===== src/rtl/pipe_ctrl_pkg.sv =====
// Shared encodings, limits and widths for the MEM-stage stall controller.
package pipe_ctrl_pkg;

  localparam int unsigned ADDR_W      = 32;
  localparam int unsigned WAIT_CNT_W  = 8;
  localparam int unsigned STALL_CNT_W = 32;
  localparam int unsigned MISS_CNT_W  = 16;

  localparam logic [WAIT_CNT_W-1:0] TIMEOUT_LIMIT = 8'd255;

  typedef enum logic [1:0] {
    IDLE = 2'd0,
    REQ  = 2'd1,
    FILL = 2'd2
  } state_e;

  // Request latched at miss detection and held on the memory port until ack.
  typedef struct packed {
    logic              we;
    logic [ADDR_W-1:0] addr;
  } mem_req_t;

endpackage


===== src/rtl/sat_counter.sv =====
// Up-counter that sticks at all-ones; clear takes priority over enable.
module sat_counter #(
  parameter int unsigned W = 8
) (
  input  logic         i_clk,
  input  logic         i_rst,
  input  logic         i_clr,
  input  logic         i_en,
  output logic [W-1:0] o_cnt
);

  logic [W-1:0] r_cnt;

  always_ff @(posedge i_clk) begin
    if (i_rst || i_clr) begin
      r_cnt <= '0;
    end else if (i_en && (r_cnt != {W{1'b1}})) begin
      r_cnt <= r_cnt + W'(1);
    end
  end

  assign o_cnt = r_cnt;

endmodule


===== src/rtl/mem_stall_ctrl.sv =====
// MEM-stage miss/store stall controller with bounded memory handshake.
// Optional performance counters enabled by defining STALL_PERF_CNT_EN.
module mem_stall_ctrl
  import pipe_ctrl_pkg::*;
(
  input  logic                   clk_i,
  input  logic                   rst_i,
  input  logic                   mem_rd_i,
  input  logic                   mem_wr_i,
  input  logic [ADDR_W-1:0]      addr_i,
  input  logic                   hit_i,
  input  logic                   mem_ack_i,
  output logic                   halt_o,
  output logic                   mem_req_o,
  output logic                   mem_we_o,
  output logic [ADDR_W-1:0]      mem_addr_o,
  output logic                   fill_o,
  output logic                   timeout_o,
  output logic [STALL_CNT_W-1:0] stall_cnt_o,
  output logic [MISS_CNT_W-1:0]  miss_cnt_o
);

  state_e                r_state;
  state_e                w_state_nxt;
  mem_req_t              r_req;
  logic                  r_mem_req;
  logic                  r_fill;
  logic                  r_timeout;
  logic                  w_miss;
  logic                  w_halt;
  logic                  w_start;
  logic                  w_timeout_set;
  logic                  w_wait_en;
  logic [WAIT_CNT_W-1:0] w_wait_cnt;

  // A store always needs the memory port; a load only when the cache misses.
  assign w_miss    = ~rst_i & ((mem_rd_i & ~hit_i) | mem_wr_i);
  assign w_wait_en = (r_state == REQ);

  always_ff @(posedge clk_i) begin
    if (rst_i) begin
      r_state <= IDLE;
    end else begin
      r_state <= w_state_nxt;
    end
  end

  // Wait count reaches the limit on the edge closing the last allowed REQ cycle.
  always_comb begin
    w_state_nxt   = r_state;
    w_halt        = 1'b0;
    w_start       = 1'b0;
    w_timeout_set = 1'b0;
    case (r_state)
      IDLE: begin
        if (w_miss) begin
          w_halt      = 1'b1;
          w_start     = 1'b1;
          w_state_nxt = REQ;
        end
      end
      REQ: begin
        w_halt = 1'b1;
        if (mem_ack_i) begin
          w_state_nxt = r_req.we ? IDLE : FILL;
        end else if (w_wait_cnt == (TIMEOUT_LIMIT - 8'd1)) begin
          w_timeout_set = 1'b1;
          w_state_nxt   = IDLE;
        end
      end
      FILL: begin
        w_halt      = 1'b1;
        w_state_nxt = IDLE;
      end
      default: begin
        w_state_nxt = IDLE;
      end
    endcase
  end

  always_ff @(posedge clk_i) begin
    if (rst_i) begin
      r_req     <= '0;
      r_mem_req <= 1'b0;
      r_fill    <= 1'b0;
      r_timeout <= 1'b0;
    end else begin
      r_mem_req <= (w_state_nxt == REQ);
      r_fill    <= (w_state_nxt == FILL);
      if (w_timeout_set) begin
        r_timeout <= 1'b1;
      end
      if (w_start) begin
        r_req.we   <= mem_wr_i;
        r_req.addr <= addr_i;
      end
    end
  end

  sat_counter #(.W(WAIT_CNT_W)) u_wait_cnt (
    .i_clk (clk_i),
    .i_rst (rst_i),
    .i_clr (w_start),
    .i_en  (w_wait_en),
    .o_cnt (w_wait_cnt)
  );

`ifdef STALL_PERF_CNT_EN
  sat_counter #(.W(STALL_CNT_W)) u_stall_cnt (
    .i_clk (clk_i),
    .i_rst (rst_i),
    .i_clr (1'b0),
    .i_en  (w_halt),
    .o_cnt (stall_cnt_o)
  );

  sat_counter #(.W(MISS_CNT_W)) u_miss_cnt (
    .i_clk (clk_i),
    .i_rst (rst_i),
    .i_clr (1'b0),
    .i_en  (w_start),
    .o_cnt (miss_cnt_o)
  );
`else
  assign stall_cnt_o = '0;
  assign miss_cnt_o  = '0;
`endif

  assign halt_o     = w_halt;
  assign mem_req_o  = r_mem_req;
  assign mem_we_o   = r_req.we;
  assign mem_addr_o = r_req.addr;
  assign fill_o     = r_fill;
  assign timeout_o  = r_timeout;

endmodule


===== config.mk =====
export PLATFORM = sky130hd
export DESIGN_NAME = mem_stall_ctrl
export DESIGN_NICKNAME = d
export VERILOG_FILES = /design/src/rtl/pipe_ctrl_pkg.sv /design/src/rtl/sat_counter.sv /design/src/rtl/mem_stall_ctrl.sv
export SDC_FILE = /design/constraint.sdc
export NUM_CORES = 1
export LEC_CHECK = 0
export BUFFER_PORTS_ARGS = -buffer_cell sky130_fd_sc_hd__buf_2
export CAP_MARGIN = 40
export CORE_ASPECT_RATIO = 2
export CORE_MARGIN = 2
export CORE_UTILIZATION = 40
export CTS_CLUSTER_SIZE = 12
export DETAILED_ROUTE_END_ITERATION = 10
export PLACE_DENSITY = 0.77
export SETUP_SLACK_MARGIN = 0.5
export SLEW_MARGIN = 20
export SYNTH_ARGS = -nofsm -noshare
export SYNTH_HDL_FRONTEND = slang
export SYNTH_SLANG_ARGS = --single-unit

===== constraint.sdc =====
create_clock -name clk_i -period 3.9 [get_ports clk_i]
set_input_delay 0.195 -clock clk_i [delete_from_list [all_inputs] [get_ports clk_i]]
set_output_delay 0.195 -clock clk_i [all_outputs]
set_load 0.01 [all_outputs]

Yosys cells after proc, flatten, opt, wreduce, memory -nomap -nowiden:

Cells that the tools add are included.

* add/subtract/negate cells: 1
* multipliers: 0
* divide/modulo/power cells: 0
* magnitude comparators: 0
* equality and inequality tests: 6
* shifts and indexed selects: 0
* mux-type cells: 11
* bitwise logic cells: 5
* reduce and logical (&&, ||, !) cells: 4

Operators with widths (count)
* $add 8x1->8 const B: 1
* $eq 8x8->1 const B: 1
* $mux 2: 4
* $ne 8x8->1 const B: 1
* $mux 1: 5
* $eq 2x1->1 const B: 2
* $eq 2x2->1 const B: 2
* $pmux 2 s2: 1
* $and 1x1->1: 2
* $logic_not 2->1: 1
* $not 1->1: 2
* $pmux 1 s2: 1
* $reduce_or 2->1: 1
* $logic_and 1x1->1: 1
* $logic_or 1x1->1: 1
* $or 1x1->1: 1

* bits in registers: 46
* latch bits: 0
* memory bits (writable): 0
* ROM bits: 0
* bits of input ports: 38
* output and inout port bits: 85
* word-level logic and storage cells: 34
* memories: 0

Longest topological paths before layout:

* depth after elaboration: 7
* gate-level depth with buffers: 6
* gate-level depth less buffers: 6

Modules after synthesis:

From an unflattened synthesis, not the netlist that was laid out.

* cell total of the unflattened synthesis: 273
* area, all modules: 2382.3 um2

By module, submodules not included
* mem_stall_ctrl: instances 1, cells an instance 225, area an instance 1960.6 um2, seq. area each 760.7 um2
* sat_counter: instances 1, cells an instance 48, area an instance 421.7 um2, seq. area each 160.2 um2

Least setup slack after synthesis:

No wires, ideal clock.

* kind: reg-to-reg
* from: reg u_wait_cnt.r_cnt[0], in the netlist u_wait_cnt.o_cnt[0]
* to: reg r_mem_req, in the netlist mem_req_o
* setup time: 0.059 ns
* arrival: 1.379 ns
* required time: 3.841 ns
* slack: 2.462 ns
* stages on the path, launching flop included: 7
* path buffers: 0
* period minus slack after synthesis: 1.438 ns
* cells stage by stage: dfxtp_1 inv_1 ha_1 and4_1 a211o_1 a21oi_2 and2_1

* longest elaborated chain between the ends: 5

RTL lines
* from (decl): RTL line sat_counter.sv:12 `logic [W-1:0] r_cnt;`
* from (signal assigned): RTL line sat_counter.sv:18 `r_cnt <= r_cnt + W'(1);`
* $eq 8x8->1: RTL line mem_stall_ctrl.sv:66 `end else if (w_wait_cnt == (TIMEOUT_LIMIT - 8'd1)) begin`
* $mux 2: RTL line mem_stall_ctrl.sv:66
* $mux 2: RTL line mem_stall_ctrl.sv:64 `if (mem_ack_i) begin`
* $pmux 2 s2: RTL line mem_stall_ctrl.sv:54 `case (r_state)`
* $eq 2x1->1: RTL line mem_stall_ctrl.sv:88 `r_mem_req <= (w_state_nxt == REQ);`
* to (signal assigned): RTL line mem_stall_ctrl.sv:88
* to (decl): RTL line mem_stall_ctrl.sv:26 `logic r_mem_req;`

Every way passes these cells.
A chain may end at the register's enable or synchronous reset.

Worst setup path after layout:

* from: reg r_state[1]
* to: out halt_o

* longest elaborated chain between the ends: 3
* elaborated cells on any way between the ends: 5
* those cells by class: eq/ne: 2; mux: 1; reduce/logical: 2

RTL lines
* from (decl): RTL line mem_stall_ctrl.sv:23 `state_e r_state;`
* from (signal assigned): RTL line mem_stall_ctrl.sv:44 `r_state <= w_state_nxt;`
* $eq 2x2->1 or $eq 2x1->1 (tied branches): RTL line mem_stall_ctrl.sv:54
* $reduce_or 2->1 (no line)
* $pmux 1 s2 *: RTL line mem_stall_ctrl.sv:54
* to (decl): RTL line mem_stall_ctrl.sv:13 `output logic halt_o,`

Mark *: on every way between the ends. The rest lies on a longest branch, timed or not.

==> impl_metrics.py <==
metrics = {
    "final_layout": {
        "areaGrowthSynthToFinish_pct": 13.6,
        "final_common_cell": "buf_2",
        "antenna_cells": 0,
        "final_cell_mix": "buf_2 (74), nand2_1 (70), conb_1 (48), dfxtp_1 (46), a21oi_1 (35)",
        "finalNetCount": 383,
        "drive_above_1_share_pct": 27.7,
    },
    "cts": {
        "postCtsSetupBuffers": 0,
        "max-clock-path-buffers": 2,
        "cts_sinks": 46,
        "cts-resized-gates": 0,
        "cts_hold_buf": 0,
        "clockRootBuffer": "clkbuf_8",
        "cts_tree": "done",
        "h-tree-depth": 2,
        "cts_buffers": 5,
        "clk_latency_ns": 0.29,
        "cts.clk_slew.worst_paths_ns": 0.08,
    },
    "min_path": {
        "hp-class": "in -> reg",
        "hp-start": "addr_i[30]",
        "holdPathEnd": "mem_addr_o[30]$_SDFFE_PP0P_",
        "min_path_cells": 3,
    },
    "setup_path": {
        "critPathSlowestCell": "o21a_1",
        "crit_chain": "inv_1 > ha_1 > o21a_1 > a21oi_1 > nor2_1 > buf_2",
        "max_stage_delay_ns": 0.57,
        "critPathKind": "reg -> out",
        "crit_fanout": 17,
        "rrSetupSlack_ns": 2.04,
        "critPathArrivalTime_ns": 1.99,
        "worstPathRequired_ns": 3.70,
        "end_kind": "output pin",
        "rr_startpoint": "r_state[0]$_SDFF_PP0_",
        "cp-start-kind": "flip-flop",
        "reg2reg_to": "fill_o$_SDFF_PP0_",
        "ff2ff_path_depth": 6,
    },
    "die": {
        "coreArea_um2": 5370,
        "fp.dieW_um": 56.7,
        "die_area_um2": 6210,
        "rows": 38,
        "io_pins": 123,
        "initial_core_util_pct": 41.4,
        "die_h_um": 109,
    },
    "grt": {
        "grt.overflow.total": 0,
        "antenna_found_initial": 0,
        "grt_pass1_wl_um": 7110,
        "grt_pass1_vias": 1623,
        "grt_max_degree": 37,
        "track_usage_pct": 14.5,
    },
    "place": {
        "place.port_buffers": 74,
        "hpwlAfterDp_um": 3470,
        "gp_congestion": 0.816,
        "dp_worst_setup_slack_ns": 2.00,
    },
    "sta": {
        "max_freq_mhz": 457,
        "finClkSkew_ns": 0.00509,
        "finalHoldViolations": 0,
        "period_share_pct": 56.1,
        "tightest_slew_ns": 0.653,
        "setup_slack_ns": 1.71,
        "slew_headroom_pct": 56.4,
        "maxSlewViolCount": 0,
        "period_minus_slack_ns": 2.19,
        "setup_viol": 0,
        "tns_ns": 0,
        "grt_setup_unrepaired": "false",
    },
    "drt": {
        "wirelength_um": 4490,
        "drt_first_pass_iters": 4,
        "post-route-drc-count": 0,
        "num_vias": 1850,
        "post_drt_via_cell_ratio": 4.64,
        "route.antenna.remaining_nets": 0,
        "drt_iter0_markers": 39,
        "wl_per_cell_um": 11.3,
    },
    "logic_synthesis": {
        "synthMuxAreaShare_pct": 0.450,
        "synth_xor_area_share_pct": 1.18,
        "ys_seq_area_share_pct": 41.4,
        "async_flop_share_pct": 0,
        "synth_top_flop_cell": "dfxtp_1",
        "synth_cell_types": 39,
        "synth_edf_count": 0,
        "avgSynthCellArea_um2": 8.27,
        "synth_compound_area_share_pct": 15.3,
        "synthAdderAreaFrac_pct": 2.81,
        "syn_area_um2": 2220,
        "syn_inst": 269,
        "ys_seq_elements": 46,
        "ys.warnings.count": 0,
        "synth_top_family_by_area": "buffers and inverters",
        "synth_simple_gate_area_share_pct": 18.6,
    },
    "run_status": {
        "outcome": "completed",
    },
    "power_and_ir_drop": {
        "cellPowerDensity_nw_per_um2": 407,
        "p_leak_nw": 1.20,
        "irDropWorstVdd_v": 0.000283,
    },
    "run": {
        "drv_cap": 0,
    },
}
[where the power goes]
part	total (mW)	internal (mW)	switching [mW]
Clock	0.283	0.137	0.146
Sequential	0.526	0.506	0.0196
Combinational	0.220	0.0814	0.138
Total	1.03	0.725	0.304
[registers in the layout, summed over array words and instances (netlist names)]
register / cells
mem_req_o: 1
mem_addr_o: 32
fill_o: 1
r_state: 2
mem_we_o: 1
timeout_o: 1
u_wait_cnt.o_cnt: 8
[worst max-delay path: cells and delay by family (launching register included)]
family	cells	cell delay [ns]
adders and majority gates	1	0.29
and+or+nand+nor	1	0.11
buffers and inverters	2	0.24
AOI/OAI and AO/OA	2	0.71
DFF	1	0.36
[cells by family (layout without fill, tap and decap cells)]
| family | after synthesis | after routing |
|---|---|---|
| xor gates and xnor gates | 3 | 3 |
| DFF | 46 | 46 |
| buffers and inverters | 65 | 88 |
| muxes | 1 | 1 |
| and+or+nand+nor | 94 | 94 |
| adders and majority gates | 5 | 5 |
| other | 1 | 48 |
| AOI/OAI and AO/OA | 54 | 54 |
[per-stage QoR]
stage	hold slack (ns)	area [um2]	std cells	utilization, %	power (mW)
global route	0.119	2530	399	47.0	1.09
detailed placement	0.441	2440	393	45.5	0.761
floorplan	0.331	2400	316	-	0.717
finish	0.131	2530	399	47.0	1.03
global placement	0.436	2430	392	45.2	0.751
CTS	0.111	2530	399	47.0	1.05
[worst max-delay path by stage]
| stage | cells after the start | startpoint | slack [ns] | end |
|---|---|---|---|---|
| 2_1_floorplan | 6 | u_wait_cnt.o_cnt[0]$_SDFFE_PP0P_ | 2.46 | mem_req_o$_SDFF_PP0_ |
| 3_3_place_gp | 6 | r_state[0]$_SDFF_PP0_ | 1.70 | halt_o |
| 3_5_place_dp | 6 | r_state[0]$_SDFF_PP0_ | 2.00 | halt_o |
| 4_1_cts | 6 | r_state[0]$_SDFF_PP0_ | 1.67 | halt_o |
| 5_1_grt | 6 | r_state[0]$_SDFF_PP0_ | 1.48 | halt_o |
| 6_report | 6 | r_state[1]$_SDFF_PP0_ | 1.71 | halt_o |
[cell usage after synthesis, drive strengths merged, types with 4 or more instances]
master   n  area, um2
nand2   71        269
nor3     4       20.0
nor2     8       32.5
buf     56        414
ha       5       62.6
a21oi   37        193
inv      6       22.5
dfxtp   46        921
[routing by layer]
metal	share of wire, %	vias up	global-route usage (%)
met2	57	81	27.6
met4	2.9	0	8.97
li1	-	926	-
met5	0	-	0
met1	34	832	13.9
met3	6.9	11	2.82
[final cells by class]
cell class	instances	area, um2
well taps	60	75.1
repair buffers	76	393
flip-flops and latches	46	921
clock buffers	6	82.6
fillers	570	2850
inverters	6	22.5
multi-input cells	205	1030
(Power assumes the default switching activity.)
